==> src/rtl/seg_scan_ctrl.sv <==
// seg_scan_ctrl: time-multiplexed scan controller for an 8-digit 7-segment display.
//   Cycles a digit index (sel) at REFRESH_DIV clocks per digit and drives the
//   active-low cathode pattern of that digit. New display data is staged on load
//   and committed only at a frame boundary, so a frame never mixes old and new digits.
// Ports:
//   clk, rst_n   system clock, asynchronous active-low reset
//   disp_value   eight hex nibbles, nibble k = digit k
//   disp_blank   1 = digit k dark (segments and dp off)
//   disp_dp      1 = decimal point of digit k lit
//   load         1-cycle request to stage disp_value/blank/dp
//   load_ack     1-cycle pulse when staged data is committed
//   sel          digit index for the anode decoder, 0..7
//   cathode      active-low {dp,g,f,e,d,c,b,a} for digit sel
//   frame_tick   1-cycle pulse in the first cycle of each frame (sel == 0)
module seg_scan_ctrl #(
    parameter int unsigned REFRESH_DIV = 100000,
    parameter int unsigned DIV_W       = $clog2(REFRESH_DIV)
) (
    input  logic        clk,
    input  logic        rst_n,
    input  logic [31:0] disp_value,
    input  logic [7:0]  disp_blank,
    input  logic [7:0]  disp_dp,
    input  logic        load,
    output logic        load_ack,
    output logic [2:0]  sel,
    output logic [7:0]  cathode,
    output logic        frame_tick
);

    localparam int unsigned SEL_W = 3;
    localparam logic [DIV_W-1:0] DIV_LAST = DIV_W'(REFRESH_DIV - 1);
    localparam logic [SEL_W-1:0] SEL_LAST = SEL_W'(7);

    // One complete display image: value nibbles, per-digit blank and dp
    typedef struct packed {
        logic [31:0] value;
        logic [7:0]  blank;
        logic [7:0]  dp;
    } disp_t;

    localparam disp_t DISP_DARK = '{value: 32'h0, blank: 8'hFF, dp: 8'h00};

    logic [DIV_W-1:0] div_cnt, div_cnt_n;
    logic [SEL_W-1:0] sel_n;
    logic             pending, pending_n;
    disp_t            staging, staging_n;
    disp_t            shadow, shadow_n;
    logic [7:0]       cathode_n;
    logic             load_ack_n;
    logic             frame_tick_n;
    logic             tc;
    logic             fb;
    logic             commit;
    logic [3:0]       digit;

    // Hex nibble to active-low {g,f,e,d,c,b,a}
    function automatic logic [6:0] seg7(input logic [3:0] nib);
        logic [6:0] s;
        case (nib)
            4'h0:    s = 7'b1000000;
            4'h1:    s = 7'b1111001;
            4'h2:    s = 7'b0100100;
            4'h3:    s = 7'b0110000;
            4'h4:    s = 7'b0011001;
            4'h5:    s = 7'b0010010;
            4'h6:    s = 7'b0000010;
            4'h7:    s = 7'b1111000;
            4'h8:    s = 7'b0000000;
            4'h9:    s = 7'b0010000;
            4'hA:    s = 7'b0001000;
            4'hB:    s = 7'b0000011;
            4'hC:    s = 7'b1000110;
            4'hD:    s = 7'b0100001;
            4'hE:    s = 7'b0000110;
            default: s = 7'b0001110;
        endcase
        return s;
    endfunction

    // State and registered outputs
    always_ff @(posedge clk or negedge rst_n) begin
        if (!rst_n) begin
            div_cnt    <= '0;
            sel        <= '0;
            pending    <= 1'b0;
            staging    <= '0;
            shadow     <= DISP_DARK;
            cathode    <= 8'hFF;
            load_ack   <= 1'b0;
            frame_tick <= 1'b0;
        end else begin
            div_cnt    <= div_cnt_n;
            sel        <= sel_n;
            pending    <= pending_n;
            staging    <= staging_n;
            shadow     <= shadow_n;
            cathode    <= cathode_n;
            load_ack   <= load_ack_n;
            frame_tick <= frame_tick_n;
        end
    end

    // Next state: prescaler, digit scan, staging and frame-boundary commit
    always_comb begin
        div_cnt_n = div_cnt + DIV_W'(1);
        sel_n     = sel;
        pending_n = pending;
        staging_n = staging;
        shadow_n  = shadow;

        tc     = (div_cnt == DIV_LAST);
        fb     = tc && (sel == SEL_LAST);
        commit = fb && pending;

        if (tc) begin
            div_cnt_n = '0;
            sel_n     = sel + SEL_W'(1);
        end

        // Commit uses the staging contents from before this edge
        if (commit) begin
            shadow_n = staging;
        end

        // A load always stages and re-arms pending, even in the fb cycle
        if (load) begin
            staging_n = '{value: disp_value, blank: disp_blank, dp: disp_dp};
            pending_n = 1'b1;
        end else if (fb) begin
            pending_n = 1'b0;
        end
    end

    // Output next values: cathode follows the post-commit shadow at the new sel
    always_comb begin
        digit        = shadow_n.value[{sel_n, 2'b00} +: 4];
        cathode_n    = {~shadow_n.dp[sel_n], seg7(digit)};
        load_ack_n   = commit;
        frame_tick_n = fb;
        if (shadow_n.blank[sel_n]) begin
            cathode_n = 8'hFF;
        end
    end

endmodule

==> config.mk <==
export PLATFORM = sky130hd
export DESIGN_NAME = seg_scan_ctrl
export DESIGN_NICKNAME = d
export VERILOG_FILES = /design/src/rtl/seg_scan_ctrl.sv
export SDC_FILE = /design/constraint.sdc
export NUM_CORES = 1
export LEC_CHECK = 0
export CAP_MARGIN = 20
export CORE_MARGIN = 2
export CORE_UTILIZATION = 50
export CTS_BUF_LIST = sky130_fd_sc_hd__clkbuf_4 sky130_fd_sc_hd__clkbuf_8
export CTS_CLUSTER_DIAMETER = 120
export DETAILED_ROUTE_END_ITERATION = 7
export GPL_ROUTABILITY_DRIVEN = 0
export PLACE_DENSITY = 0.78
export SLEW_MARGIN = 20
export SYNTH_ARGS = -nofsm -noshare
export SYNTH_HDL_FRONTEND = slang
export SYNTH_SLANG_ARGS = --single-unit
export TNS_END_PERCENT = 20
==> constraint.sdc <==
create_clock -name clk -period 4.6 [get_ports clk]
set_clock_uncertainty 0.1 [all_clocks]
set_input_delay 0.92 -clock clk [delete_from_list [all_inputs] [get_ports clk]]
set_output_delay 0.92 -clock clk [all_outputs]
set_load 0.02 [all_outputs]
==> results.sh <==
export IMPL_htree_levels=4
export IMPL_setup_viol=0
export IMPL_slew_violations=0
export IMPL_syn_inst=583
export IMPL_drive_above_1_share_pct=22.9
export IMPL_max_clock_path_buffers=2
export IMPL_status="finished clean"
export IMPL_worstPathArrival_ns=4.57
export IMPL_r2r_end="cathode[0]"
export IMPL_antenna_found_initial=0
export IMPL_port_buffer_count=63
export IMPL_clock_latency_ns=0.45
export IMPL_hold_ws_ns=0.364
export IMPL_final_core_util_pct=60.1
export IMPL_yosysSeqAreaShare_pct=50.7
export IMPL_min_to="shadow[3]"
export IMPL_synth_top_family_by_area="multiplexers"
export IMPL_required_ns=4.87
export IMPL_ff_latch_area_um2=3200
export IMPL_worst_setup_path_start_kind="flop"
export IMPL_root_buffer="clkbuf_8"
export IMPL_p_leak_nw=3.35
export IMPL_numCtsBuffers=17
export IMPL_first_iter_violations=325
export IMPL_rsz0062_at_grt="no"
export IMPL_synth_area_per_cell_um2=10.8
export IMPL_hold_violations=0
export IMPL_grt_util_all_layers_pct=21.6
export IMPL_worst_slew_pin_slew_ns=1.05
export IMPL_period_minus_slack_ns=4.30
export IMPL_rows=41
export IMPL_ant_nets=0
export IMPL_fmax_mhz=232
export IMPL_synthSimpleGateAreaFrac_pct=15.0
export IMPL_dr_total_vias=4618
export IMPL_instances_no_fill=826
export IMPL_muxShareOfSynthArea_pct=16.0
export IMPL_synthArstFlopShare_pct=100
export IMPL_cts_tree="yes"
export IMPL_die_area_um2=13500
export IMPL_via_per_inst=5.59
export IMPL_synth_compound_area_share_pct=10.6
export IMPL_place_inst=794
export IMPL_multi_input_area_um2=2880
export IMPL_grt_pass1_vias=4539
export IMPL_wl_um=13600
export IMPL_clock_sinks=127
export IMPL_post_cts_resized=0
export IMPL_grt_pass1_wl_um=22500
export IMPL_syn_to_final_growth_pct=18.8
export IMPL_diodes=0
export IMPL_worstSetupPathType="flop to flop"
export IMPL_ys_types=64
export IMPL_ys_warn_count=0
export IMPL_gr_total_overflow=0
export IMPL_maxCapViolCount=0
export IMPL_wire_per_inst_um=16.5
export IMPL_relSlewSlack_pct=29.7
export IMPL_worstPathMaxFanout=26
export IMPL_yosys_most_used_dff="dfrtp_1"
export IMPL_ios=64
export IMPL_rr_startpoint="div_cnt[0]"
export IMPL_fillers=1015
export IMPL_vdd_drop_max_v=0.000193
export IMPL_hold_depth=2
export IMPL_nNetsFinal=701
export IMPL_grt_max_degree=58
export IMPL_reg2regPathDepth=13
export IMPL_fp_coreArea_um2=12500
export IMPL_die_h_um=116
export IMPL_cts_reportedPaths_clkPinSlew_ns=0.07
export IMPL_initial_core_util_pct=50.6
export IMPL_hold_path_class="flop to flop"
export IMPL_tns_ns=0
export IMPL_dieWidth_um=116
export IMPL_p_per_area_nw_per_um2=324
export IMPL_synth_cell_area_um2=6310
export IMPL_post_route_period_util_pct=93.5
export IMPL_synthAdderAreaFrac_pct=1.79
export IMPL_drc=0
export IMPL_synth_seq_cells=127
export IMPL_dp_hpwl_um=9350
export IMPL_end_kind="flop"
export IMPL_cts_hold_buf=0
export IMPL_synth_edf_count=0
export IMPL_reg2reg_slack_ns=0.30
export IMPL_synthXorXnorAreaFrac_pct=2.24
export IMPL_firstDrtPassIters=5
export IMPL_hp_start="shadow[3]"
export IMPL_synth_nets=643
export IMPL_postCtsSetupBuffers=0
[sequential cells by signal, indices dropped and copies added (netlist names)]
name        cells
shadow         48
sel             3
cathode         8
pending         1
frame_tick      1
div_cnt        17
load_ack        1
staging        48
[critical path, stage by stage, from the launching register on]
cell      delay (ns)
dfrtp_1         0.39
ha_1            0.21
and4_1          0.35
and4_1          0.94
a21oi_1         0.16
o311ai_0        0.15
a21oi_1         0.15
a31oi_1         0.53
inv_1           0.20
ha_1            0.30
or3_1           0.40
o221ai_1        0.09
and3_1          0.19
a31oi_1         0.04
[power breakdown]
part	leakage (nW)	switching (mW)	internal [mW]	total [mW]
Combinational	1.52	0.0465	0.0773	0.124
Clock	0.238	0.427	0.682	1.11
Sequential	1.59	0.0370	1.16	1.20
Total	3.35	0.510	1.92	2.43
[metal layers]
layer	wire length, um	up-vias	global-route usage, %
met5	0	-	0
met4	297	0	8.25
met3	693	27	4.67
met2	6680	164	35.4
met1	5970	2264	28.2
li1	-	2163	-
[layout make-up]
| class | instances | area share, % |
|---|---|---|
| Sequential cell | 127 | 42.7 |
| Clock inverter | 12 | 2.51 |
| Inverter | 15 | 0.785 |
| Timing Repair Buffer | 70 | 9.05 |
| Multi-Input combinational cell | 410 | 38.4 |
| Clock buffer | 20 | 3.67 |
| Tap cell | 172 | 2.87 |
[through the flow]
stage               power (mW)  worst slack, ns  area, um^2
floorplan                 1.25             1.03        6310
global placement          1.34            0.738        7030
detailed placement        1.34            0.442        7030
CTS                       2.46            0.422        7490
global route              2.51          0.00905        7490
finish                    2.43            0.297        7490
[worst max-delay path by stage]
stage          startpoint          to  slack [ns]  depth (start not counted)
6_report       div_cnt[0]  cathode[0]        0.30                         13
5_1_grt        div_cnt[0]  cathode[0]       0.009                         14
4_1_cts        div_cnt[0]  cathode[0]        0.42                         13
3_5_place_dp   div_cnt[0]  cathode[0]        0.44                         14
3_3_place_gp   div_cnt[0]  cathode[0]        0.74                         13
2_1_floorplan      sel[0]  cathode[0]        1.03                         14
[Yosys cell counts, types with 3 or more instances]
library cell | count | area share (%)
nand3_1 | 20 | 1.6
and2_1 | 5 | 0.50
nand2_1 | 131 | 7.8
o211ai_1 | 9 | 1.1
a22oi_1 | 3 | 0.36
o311ai_0 | 4 | 0.56
nor2b_1 | 4 | 0.40
a31oi_1 | 5 | 0.50
a21o_1 | 4 | 0.48
buf_2 | 6 | 0.48
buf_6 | 3 | 0.54
o22ai_1 | 3 | 0.30
o21ai_0 | 19 | 1.5
dfstp_2 | 16 | 6.7
or3_1 | 5 | 0.50
xnor2_1 | 6 | 0.83
mux2_2 | 67 | 12
a211o_1 | 4 | 0.56
or2_2 | 3 | 0.30
o221ai_1 | 3 | 0.42
inv_1 | 12 | 0.71
buf_1 | 6 | 0.36
a211oi_1 | 8 | 0.95
a21oi_1 | 15 | 1.2
clkbuf_1 | 13 | 0.77
dfrtp_1 | 111 | 44
nand4_1 | 4 | 0.40
and4_1 | 3 | 0.42
ha_1 | 9 | 1.8
nor2_1 | 14 | 0.83
mux2i_1 | 19 | 3.0
xor2_1 | 7 | 0.97
[cells by family after synthesis]
| group | count (synthesis) |
|---|---|
| fa+ha+maj | 9 |
| xor+xnor | 14 |
| buf+inv | 46 |
| flops | 127 |
| simple gates | 203 |
| mux | 90 |
| compound gates | 94 |
[cells in the final DEF (no fill, tap or decap), types with 14 or more instances in the layout]
cell type        Yosys  final
clkdlybuf4s50_1      0     61
nor2_1              14     14
mux2i_1             19     19
dfstp_2             16     16
nand3_1             20     20
dfrtp_1            111    111
mux2_2              67     67
nand2_1            131    131
a21oi_1             15     15
o21ai_0             19     19
clkbuf_8             0     20
Power figures use the tool's default switching activity.
